==> src/rtl/axi2mem_rd_channel_if.sv <==
// Bundle of the AR, memory-read and R signals around the read-channel engine.
// The slave modport is the engine's view; the master modport is the view of
// the surrounding AR buffer, memory and R consumer.
interface axi2mem_rd_channel_if #(
    parameter int ID_WIDTH   = 4,
    parameter int ADDR_WIDTH = 32,
    parameter int USER_WIDTH = 6,
    parameter int DATA_WIDTH = 64
) ();
    logic                  ar_valid_i;
    logic [ADDR_WIDTH-1:0] ar_addr_i;
    logic [7:0]            ar_len_i;
    logic [2:0]            ar_size_i;
    logic [1:0]            ar_burst_i;
    logic                  ar_lock_i;
    logic [ID_WIDTH-1:0]   ar_id_i;
    logic [USER_WIDTH-1:0] ar_user_i;
    logic                  ar_ready_o;

    logic                  mem_req_o;
    logic [ADDR_WIDTH-1:0] mem_add_o;
    logic                  mem_gnt_i;
    logic                  mem_r_valid_i;
    logic [DATA_WIDTH-1:0] mem_r_rdata_i;

    logic                  r_valid_o;
    logic [DATA_WIDTH-1:0] r_data_o;
    logic [1:0]            r_resp_o;
    logic                  r_last_o;
    logic [ID_WIDTH-1:0]   r_id_o;
    logic [USER_WIDTH-1:0] r_user_o;
    logic                  r_ready_i;

    modport slave (
        input  ar_valid_i, ar_addr_i, ar_len_i, ar_size_i, ar_burst_i,
               ar_lock_i, ar_id_i, ar_user_i,
        output ar_ready_o,
        output mem_req_o, mem_add_o,
        input  mem_gnt_i, mem_r_valid_i, mem_r_rdata_i,
        output r_valid_o, r_data_o, r_resp_o, r_last_o, r_id_o, r_user_o,
        input  r_ready_i
    );

    modport master (
        output ar_valid_i, ar_addr_i, ar_len_i, ar_size_i, ar_burst_i,
               ar_lock_i, ar_id_i, ar_user_i,
        input  ar_ready_o,
        input  mem_req_o, mem_add_o,
        output mem_gnt_i, mem_r_valid_i, mem_r_rdata_i,
        input  r_valid_o, r_data_o, r_resp_o, r_last_o, r_id_o, r_user_o,
        output r_ready_i
    );
endinterface

==> src/rtl/axi2mem_rd_channel.sv <==
// AXI read-channel engine: takes one AR burst at a time, issues one memory
// read per beat (FIXED / INCR / WRAP addressing) and returns the data on R
// through a 2-entry FIFO. A credit rule (outstanding + queued < 2) keeps the
// FIFO from overflowing under R backpressure.
// Optional feature: define AXI2MEM_RD_EXCL_EN to return EXOKAY on locked bursts.
module axi2mem_rd_channel #(
    parameter int ID_WIDTH   = 4,
    parameter int ADDR_WIDTH = 32,
    parameter int USER_WIDTH = 6,
    parameter int DATA_WIDTH = 64
) (
    input logic                 clk_i,
    input logic                 rst_i,
    axi2mem_rd_channel_if.slave bus
);
    localparam int              BYTE_LSB  = $clog2(DATA_WIDTH / 8);
    localparam logic [2:0]      MAX_ES    = 3'(BYTE_LSB);
    localparam logic [ADDR_WIDTH-1:0] WORD_MASK = {ADDR_WIDTH{1'b1}} << BYTE_LSB;

    typedef enum logic {IDLE, BUSY} state_t;

    state_t                state;
    logic                  ar_ready_q;
    logic [ADDR_WIDTH-1:0] cur_addr;
    logic [7:0]            len_q;
    logic [2:0]            es_q;
    logic [1:0]            burst_q;
    logic [ID_WIDTH-1:0]   id_q;
    logic [USER_WIDTH-1:0] user_q;
    logic [8:0]            req_left;
    logic [8:0]            beat_left;
    logic [1:0]            outstanding;

    logic [DATA_WIDTH-1:0] fifo_mem [2];
    logic                  wr_ptr;
    logic                  rd_ptr;
    logic [1:0]            fifo_count;

    logic                  mem_req;
    logic                  ar_fire;
    logic                  gnt_fire;
    logic                  push;
    logic                  pop;
    logic [2:0]            es_in;
    logic [ADDR_WIDTH-1:0] step;
    logic [ADDR_WIDTH-1:0] wrap_mask;
    logic                  wrap_ok;
    logic [ADDR_WIDTH-1:0] next_addr;

    assign mem_req  = (state == BUSY) && (req_left != 9'd0) &&
                      (({1'b0, outstanding} + {1'b0, fifo_count}) < 3'd2);
    assign ar_fire  = ar_ready_q & bus.ar_valid_i;
    assign gnt_fire = mem_req & bus.mem_gnt_i;
    assign push     = bus.mem_r_valid_i;
    assign pop      = (fifo_count != 2'd0) & bus.r_ready_i;
    assign es_in    = (bus.ar_size_i > MAX_ES) ? MAX_ES : bus.ar_size_i;

    // Next beat address: FIXED stays put, WRAP folds inside the wrap window, all else increments.
    always_comb begin
        step      = ADDR_WIDTH'(1) << es_q;
        wrap_mask = ((ADDR_WIDTH'(len_q) + ADDR_WIDTH'(1)) << es_q) - ADDR_WIDTH'(1);
        wrap_ok   = (burst_q == 2'b10) &&
                    ((len_q == 8'd1) || (len_q == 8'd3) || (len_q == 8'd7) || (len_q == 8'd15));
        next_addr = cur_addr + step;
        if (burst_q == 2'b00) begin
            next_addr = cur_addr;
        end else if (wrap_ok) begin
            next_addr = (cur_addr & ~wrap_mask) | ((cur_addr + step) & wrap_mask);
        end
    end

    // Burst FSM: accept one AR, walk the request addresses, count beats back out on R.
    always_ff @(posedge clk_i) begin
        if (rst_i) begin
            state      <= IDLE;
            ar_ready_q <= 1'b0;
            cur_addr   <= '0;
            len_q      <= '0;
            es_q       <= '0;
            burst_q    <= '0;
            id_q       <= '0;
            user_q     <= '0;
            req_left   <= '0;
            beat_left  <= '0;
        end else begin
            case (state)
                IDLE: begin
                    ar_ready_q <= 1'b1;
                    if (ar_fire) begin
                        cur_addr   <= bus.ar_addr_i;
                        len_q      <= bus.ar_len_i;
                        es_q       <= es_in;
                        burst_q    <= bus.ar_burst_i;
                        id_q       <= bus.ar_id_i;
                        user_q     <= bus.ar_user_i;
                        req_left   <= {1'b0, bus.ar_len_i} + 9'd1;
                        beat_left  <= {1'b0, bus.ar_len_i} + 9'd1;
                        ar_ready_q <= 1'b0;
                        state      <= BUSY;
                    end
                end
                BUSY: begin
                    if (gnt_fire) begin
                        req_left <= req_left - 9'd1;
                        cur_addr <= next_addr;
                    end
                    if (pop) begin
                        beat_left <= beat_left - 9'd1;
                        if (beat_left == 9'd1) begin
                            state      <= IDLE;
                            ar_ready_q <= 1'b1;
                        end
                    end
                end
                default: state <= IDLE;
            endcase
        end
    end

    // Beats granted by memory whose data has not come back yet.
    always_ff @(posedge clk_i) begin
        if (rst_i) begin
            outstanding <= '0;
        end else begin
            case ({gnt_fire, push})
                2'b10:   outstanding <= outstanding + 2'd1;
                2'b01:   outstanding <= outstanding - 2'd1;
                default: outstanding <= outstanding;
            endcase
        end
    end

    // Two-entry response FIFO; simultaneous push and pop keep the count unchanged.
    always_ff @(posedge clk_i) begin
        if (rst_i) begin
            for (int i = 0; i < 2; i++) begin
                fifo_mem[i] <= '0;
            end
            wr_ptr     <= 1'b0;
            rd_ptr     <= 1'b0;
            fifo_count <= '0;
        end else begin
            if (push) begin
                fifo_mem[wr_ptr] <= bus.mem_r_rdata_i;
                wr_ptr           <= ~wr_ptr;
            end
            if (pop) begin
                rd_ptr <= ~rd_ptr;
            end
            case ({push, pop})
                2'b10:   fifo_count <= fifo_count + 2'd1;
                2'b01:   fifo_count <= fifo_count - 2'd1;
                default: fifo_count <= fifo_count;
            endcase
        end
    end

`ifdef AXI2MEM_RD_EXCL_EN
    logic lock_q;

    // Remember whether the current burst is exclusive so each beat can report EXOKAY.
    always_ff @(posedge clk_i) begin
        if (rst_i) begin
            lock_q <= 1'b0;
        end else if (ar_fire) begin
            lock_q <= bus.ar_lock_i;
        end
    end

    assign bus.r_resp_o = {1'b0, lock_q};
`else
    assign bus.r_resp_o = 2'b00;
`endif

    assign bus.ar_ready_o = ar_ready_q;
    assign bus.mem_req_o  = mem_req;
    assign bus.mem_add_o  = cur_addr & WORD_MASK;
    assign bus.r_valid_o  = (fifo_count != 2'd0);
    assign bus.r_data_o   = fifo_mem[rd_ptr];
    assign bus.r_last_o   = (beat_left == 9'd1);
    assign bus.r_id_o     = id_q;
    assign bus.r_user_o   = user_q;

endmodule

==> src/flat_wrapper.sv <==
// flat-port wrapper written by rule: the top's interface ports become plain ports
module axi2mem_rd_channel_flat 
#(
    parameter int ID_WIDTH   = 4,
    parameter int ADDR_WIDTH = 32,
    parameter int USER_WIDTH = 6,
    parameter int DATA_WIDTH = 64
)
  (clk_i, rst_i, bus_ar_valid_i, bus_ar_addr_i, bus_ar_len_i, bus_ar_size_i, bus_ar_burst_i, bus_ar_lock_i, bus_ar_id_i, bus_ar_user_i, bus_ar_ready_o, bus_mem_req_o, bus_mem_add_o, bus_mem_gnt_i, bus_mem_r_valid_i, bus_mem_r_rdata_i, bus_r_valid_o, bus_r_data_o, bus_r_resp_o, bus_r_last_o, bus_r_id_o, bus_r_user_o, bus_r_ready_i);
  axi2mem_rd_channel_if #(.ID_WIDTH(ID_WIDTH), .ADDR_WIDTH(ADDR_WIDTH), .USER_WIDTH(USER_WIDTH), .DATA_WIDTH(DATA_WIDTH)) bus_i ();
  input logic clk_i;
  input logic rst_i;
  input wire logic [$bits(bus_i.ar_valid_i)-1:0] bus_ar_valid_i;
  input wire logic [$bits(bus_i.ar_addr_i)-1:0] bus_ar_addr_i;
  input wire logic [$bits(bus_i.ar_len_i)-1:0] bus_ar_len_i;
  input wire logic [$bits(bus_i.ar_size_i)-1:0] bus_ar_size_i;
  input wire logic [$bits(bus_i.ar_burst_i)-1:0] bus_ar_burst_i;
  input wire logic [$bits(bus_i.ar_lock_i)-1:0] bus_ar_lock_i;
  input wire logic [$bits(bus_i.ar_id_i)-1:0] bus_ar_id_i;
  input wire logic [$bits(bus_i.ar_user_i)-1:0] bus_ar_user_i;
  output wire logic [$bits(bus_i.ar_ready_o)-1:0] bus_ar_ready_o;
  output wire logic [$bits(bus_i.mem_req_o)-1:0] bus_mem_req_o;
  output wire logic [$bits(bus_i.mem_add_o)-1:0] bus_mem_add_o;
  input wire logic [$bits(bus_i.mem_gnt_i)-1:0] bus_mem_gnt_i;
  input wire logic [$bits(bus_i.mem_r_valid_i)-1:0] bus_mem_r_valid_i;
  input wire logic [$bits(bus_i.mem_r_rdata_i)-1:0] bus_mem_r_rdata_i;
  output wire logic [$bits(bus_i.r_valid_o)-1:0] bus_r_valid_o;
  output wire logic [$bits(bus_i.r_data_o)-1:0] bus_r_data_o;
  output wire logic [$bits(bus_i.r_resp_o)-1:0] bus_r_resp_o;
  output wire logic [$bits(bus_i.r_last_o)-1:0] bus_r_last_o;
  output wire logic [$bits(bus_i.r_id_o)-1:0] bus_r_id_o;
  output wire logic [$bits(bus_i.r_user_o)-1:0] bus_r_user_o;
  input wire logic [$bits(bus_i.r_ready_i)-1:0] bus_r_ready_i;
  assign bus_i.ar_valid_i = bus_ar_valid_i;
  assign bus_i.ar_addr_i = bus_ar_addr_i;
  assign bus_i.ar_len_i = bus_ar_len_i;
  assign bus_i.ar_size_i = bus_ar_size_i;
  assign bus_i.ar_burst_i = bus_ar_burst_i;
  assign bus_i.ar_lock_i = bus_ar_lock_i;
  assign bus_i.ar_id_i = bus_ar_id_i;
  assign bus_i.ar_user_i = bus_ar_user_i;
  assign bus_ar_ready_o = bus_i.ar_ready_o;
  assign bus_mem_req_o = bus_i.mem_req_o;
  assign bus_mem_add_o = bus_i.mem_add_o;
  assign bus_i.mem_gnt_i = bus_mem_gnt_i;
  assign bus_i.mem_r_valid_i = bus_mem_r_valid_i;
  assign bus_i.mem_r_rdata_i = bus_mem_r_rdata_i;
  assign bus_r_valid_o = bus_i.r_valid_o;
  assign bus_r_data_o = bus_i.r_data_o;
  assign bus_r_resp_o = bus_i.r_resp_o;
  assign bus_r_last_o = bus_i.r_last_o;
  assign bus_r_id_o = bus_i.r_id_o;
  assign bus_r_user_o = bus_i.r_user_o;
  assign bus_i.r_ready_i = bus_r_ready_i;
  axi2mem_rd_channel #(.ID_WIDTH(ID_WIDTH), .ADDR_WIDTH(ADDR_WIDTH), .USER_WIDTH(USER_WIDTH), .DATA_WIDTH(DATA_WIDTH)) u_core (.clk_i(clk_i), .rst_i(rst_i), .bus(bus_i));
endmodule
==> config.mk <==
export PLATFORM = sky130hd
export DESIGN_NAME = axi2mem_rd_channel_flat
export DESIGN_NICKNAME = d
export VERILOG_FILES = /design/src/rtl/axi2mem_rd_channel_if.sv /design/src/rtl/axi2mem_rd_channel.sv /design/src/flat_wrapper.sv
export SDC_FILE = /design/constraint.sdc
export NUM_CORES = 1
export LEC_CHECK = 0
export ABC_AREA = 0
export BUFFER_PORTS_ARGS = -buffer_cell sky130_fd_sc_hd__buf_2
export CORE_MARGIN = 1.5
export CORE_UTILIZATION = 56
export DETAILED_ROUTE_END_ITERATION = 8
export HOLD_SLACK_MARGIN = 0.05
export PLACE_DENSITY_LB_ADDON = 0.15
export REMOVE_ABC_BUFFERS = 1
export SLEW_MARGIN = 20
export SYNTH_ARGS = -nofsm -noshare
export SYNTH_HDL_FRONTEND = slang
export SYNTH_SLANG_ARGS = --single-unit
==> constraint.sdc <==
create_clock -name clk_i -period 6.67 [get_ports clk_i]
set_clock_uncertainty 0.15 [all_clocks]
set_input_delay 0.667 -clock clk_i [delete_from_list [all_inputs] [get_ports clk_i]]
set_output_delay 0.667 -clock clk_i [all_outputs]
set_load 0.05 [all_outputs]
# Word level (Yosys, flattened, before mapping)
# Memory sizes are Yosys's and may differ from the RTL's. A register that Yosys moved wholly into a read port is not among the register bits.
# Index checks and enable logic that the tools add are counted.
# totals
reg_bits	81
ramBits	128
input_bits	126
output_inout_bits	112
elab_cells	103
mem_count	1
# memory_table
name	words	width	rd	rd_ports_with_merged_regs	write_ports	line	source
u_core.fifo_mem	2	64	1	1	2	axi2mem_rd_channel.sv:34	logic [DATA_WIDTH-1:0] fifo_mem [2];
# classes
n_addsub	11
order_cmp	2
n_eq_ne	15
n_shift	2
n_mux	31
n_bitwise	10
reduce_logical	17
# op_table
op	count
two-way mux 32 bit	4
AND 32 bit	2
two-way mux 64 bit	1
one-hot mux 32 bit (2 select lines)	1
OR reduction 64 bit	1
one-hot mux 9 bit (2 select lines)	2
adder 32 bit	1
inverter 32 bit	1
OR 32 bit	1
left shift 1 x 3 -> 32 bit, first input constant	1
left shift 32 x 3 -> 32 bit	1
subtractor 32 x 1 -> 32 bit, second input constant	1
two-way mux 9 bit	3
adder 8 x 1 -> 9 bit, second input constant	2
subtractor 9 x 1 -> 9 bit, second input constant	2
two-way mux 1 bit	15
equality test 9 x 1 -> 1 bit, second input constant	1
nonzero test 9 bit	1
equality test 8 x 1 -> 1 bit, second input constant	1
equality test 8 x 2 -> 1 bit, second input constant	1
equality test 8 x 3 -> 1 bit, second input constant	1
equality test 8 x 4 -> 1 bit, second input constant	1
inequality test 2 bit, second input constant	4
one-hot mux 2 bit (2 select lines)	2
18 further kinds	37

# Logic depth before layout (Yosys ltp)
# logic_depth
depth_word	10
depth_mapped	16

# Worst setup path before layout
# Ideal clock, no wire load.
# synth_timing
path_kind	input -> register
start	input port bus_mem_r_valid_i
end	memory u_core.fifo_mem[1][0], enable pin
t_arrival_ns	5.242
required_ns	5.946
slack_ns	0.704
stages	2
cell_sequence	inv_1 -> o21ai_0
# synth_lines
element	line	source
from (decl)	flat_wrapper.sv:25	input wire logic [$bits(bus_i.mem_r_valid_i)-1:0] bus_mem_r_valid_i;
to (decl)	axi2mem_rd_channel.sv:34	

==> summary.txt <==
Run status
  • Status: finished clean

Synth
  • Post-synth top area share: approximately 32%
  • Yosys cell types: 75
  • Post-Syn Area per Cell: roughly 9.7 um2
  • EDFF count, synth: 128
  • Commonest cells in the netlist: and2_1, edfxtp_1, nand2_1
  • Synth area leader: edfxtp_1
  • Predominant post-synthesis flop cell: edfxtp_1
  • Seq/Total Area, Yosys: 46.2%
  • Warnings, synthesis: 0
  • Seq cells post-synth: 210
  • Count leader, synth: and2_1
  • Top cells by area, synth: edfxtp_1, dfxtp_1, and2_1
  • Post-synthesis async set-or-reset flop share: 0%
  • Synthesized cell area: between 10000 and 15000 um2
  • Mapped Cells: 1222

Timing
  • Setup violations, final: 0
  • Setup TNS: 0 ps
  • Final period util: 68.1%
  • Peak Freq: about 0.22 GHz
  • Min cycle time layout: about 4500 ps
  • Final hold vios: 0
  • Worst relative slew slack: 29.0%
  • Worst Tran Pin Value: 1060 ps
  • RSZ-0062 raised after global routing: no
  • Final Slew Violations: 0

Global route
  • GR Overflow Total: 0
  • First-pass GRT wire length: 45800 um
  • Initial antenna violation count: 2
  • GR Layer Usage met1: 32.6%
  • Vias in the first global route: 9069
  • GR peak layer: met2
  • Grt met3 use: 4.23%
  • GRT Total Usage: 25.7%
  • Largest net degree at the start of global routing: 65
  • GR Util met2: between 40% and 50%

Routing
  • Via density: 5.87
  • # DRC: 0
  • Routed Antenna Nets: 0
  • Iteration-0 DRC Markers: 759
  • Avg WL per Cell: 17.5 um
  • DRT Wirelength: around 29000 um
  • DR vias: 9820
  • DR pass1 iterations: 6

Power
  • Net switching share of the total power: 34.9%
  • Comb power frac: roughly 29%
  • Internal power: 2.59 mW
  • Power Density: 291 nW/um2
  • Reg power frac: between 30% and 40%
  • Clock share of power: 31.6%
  • NetSw: 1.39 mW
  • Peak supply drop: between 0.2 and 0.25 mV
  • LEAKAGE: 5.54 nW

Clock network
  • Longest Clk Path Bufs: 3
  • Post CTS Setup Buffer Count: 0
  • Resized Gates After CTS: 0
  • CTS Buf Count: 23
  • # clock sinks: 210
  • Clk_lat worst skew: 500 ps
  • H-Tree Depth: 1
  • TritonCTS clock tree: yes
  • Clk slew on worst S/H paths: around 70 ps
  • Hold_buf cts: 0
  • Root Driver: clkbuf_16

Final layout
  • Area Overhead vs Synth: 15.2%
  • Fin cells: 1674
  • Filler Cells Inserted: 1741
  • Utilization after layout: around two thirds
  • Final nets: 1527
  • Fraction of layout cells with a size suffix above 1: 26.5%
  • Area of the multi-input gates: 5730 um2
  • FF+latch area: 5490 um2

Floorplan
  • Initial Utilization: 56.9%
  • Placeable core area: 20900 um2
  • DIE WIDTH: about 150 um
  • Die footprint: roughly 22000 um2
  • Number of I/O pins: 238
  • Die Span Y: roughly 150 um
  • Cell Rows: 53

Setup path
  • R2r setup slk: around 2100 ps
  • Critical path's largest stage delay: 860 ps
  • Crit path required time: 6910 ps
  • CP Capture Type: flip-flop
  • CP startpoint kind: flip-flop
  • Crit path cell chain: ha_1, a21oi_1, a2111oi_0, nand2_1, nor2_1, nor2_1, a31oi_2, a211oi_1, o31a_1
  • Worst r2r src: u_core.len_q[0]$_SDFFE_PP0P_
  • R2R cell count: 9
  • Most frequent cell on the critical path: nor2_1
  • Max FO, Critical Path: 19
  • Worst Setup SP: u_core.len_q[0]$_SDFFE_PP0P_
  • CP max stage cell: a31oi_2
  • Crit Path Class: flip-flop to flip-flop
  • Crit path DAT: ~4800 ps

Placed design
  • Hpwl dp: 19700 um
  • Port Buf Inserts: 231
  • Placed cells: 1631
  • Global placer's final weighted congestion: 0.860

Worst hold path
  • Hold Path Class: primary input to flip-flop

Job
  • Max-Cap Viols: 0
==> critical path, delay by kind of cell, from the launching register on <==
family	cells	cell delay, ps
adder cells (fa/ha/maj)	1	660
AO/OA/AOI/OAI	5	1860
flip-flops	1	660
AND/OR/NAND/NOR	3	1090
==> per-layer routing <==
metal	part of all wire, %	wire length [um]	vias to the layer above
met5	0.044	13	-
met3	7.4	2170	52
met2	50	14600	361
met4	2.1	604	2
li1	-	-	4726
met1	41	12000	4679
==> layout by cell type (no fill, tap or decap), types with 12 or more instances in the layout <==
master     count
nor2b_1       12
a21oi_1       90
and2_1       140
edfxtp_1     128
ha_1          18
o21ai_0       46
nand4_1       17
a211oi_1      17
xnor2_1       23
buf_4         14
nor3_1        35
nand2b_1      15
nand3_1       23
nor2_1        65
inv_1         29
dfxtp_1       80
mux2i_1       15
mux2_2        66
buf_2        231
o32ai_1       14
nand2_1      108
clkbuf_16     23
==> through the flow <==
step / worst slack (ps) / area [um2] / power [mW] / hold WS [ps]
floorplan: 704 / 11300 / 2.47 / 288
global placement: 2170 / 12900 / 2.73 / 289
detailed placement: 2110 / 12900 / 2.75 / 296
CTS: 2060 / 13700 / 4.00 / 230
global route: 1730 / 13700 / 4.15 / 235
finish: 2130 / 13700 / 3.98 / 246
==> worst min path at each step <==
| stage | startpoint | end | slack (ps) | depth (start not counted) |
|---|---|---|---|---|
| global route | bus_ar_user_i[1] | u_core.bus.r_user_o[1]$_SDFFE_PP0P_ | 240 | 3 |
| global placement | u_core.bus.r_user_o[1]$_SDFFE_PP0P_ | u_core.bus.r_user_o[1]$_SDFFE_PP0P_ | 290 | 2 |
| floorplan | u_core.burst_q[1]$_SDFFE_PP0P_ | u_core.burst_q[1]$_SDFFE_PP0P_ | 290 | 2 |
| CTS | bus_ar_id_i[2] | u_core.bus.r_id_o[2]$_SDFFE_PP0P_ | 230 | 3 |
| finish | bus_ar_user_i[3] | u_core.bus.r_user_o[3]$_SDFFE_PP0P_ | 250 | 3 |
| detailed placement | u_core.bus.r_user_o[1]$_SDFFE_PP0P_ | u_core.bus.r_user_o[1]$_SDFFE_PP0P_ | 300 | 2 |
==> area by class of cell <==
| cell class | count | area share (%) |
|---|---|---|
| clock inverters | 11 | 0.859 |
| clock buffers | 31 | 4.60 |
| well taps | 275 | 2.51 |
| diodes | 1 | 0.0183 |
| repair buffers | 245 | 9.21 |
| inverters | 30 | 0.823 |
| flip-flops and latches | 210 | 40.1 |
| multi-input cells | 871 | 41.9 |
==> cells by family (layout without fill, tap and decap cells) <==
family | after synthesis | in the layout | synth area share, %
AND/OR/NAND/NOR | 464 | 464 | 20.7
AO/OA/AOI/OAI | 271 | 271 | 15.1
flip-flops | 210 | 210 | 46.2
buffers and inverters | 145 | 317 | 6.02
multiplexers | 81 | 81 | 7.52
XOR/XNOR | 30 | 30 | 2.21
adder cells (fa/ha/maj) | 20 | 20 | 2.23
other | 1 | 6 | 0.0316
==> power groups by stage <==
stage | logic, mW | registers, mW | clock network (mW)
after floorplan | 0.792 | 1.68 | 0
after global placement | 1.15 | 1.58 | 0
after detailed placement | 1.16 | 1.59 | 0
after CTS | 1.17 | 1.56 | 1.28
after global routing | 1.24 | 1.57 | 1.34
final | 1.17 | 1.56 | 1.26
(Power assumes the default switching activity.)
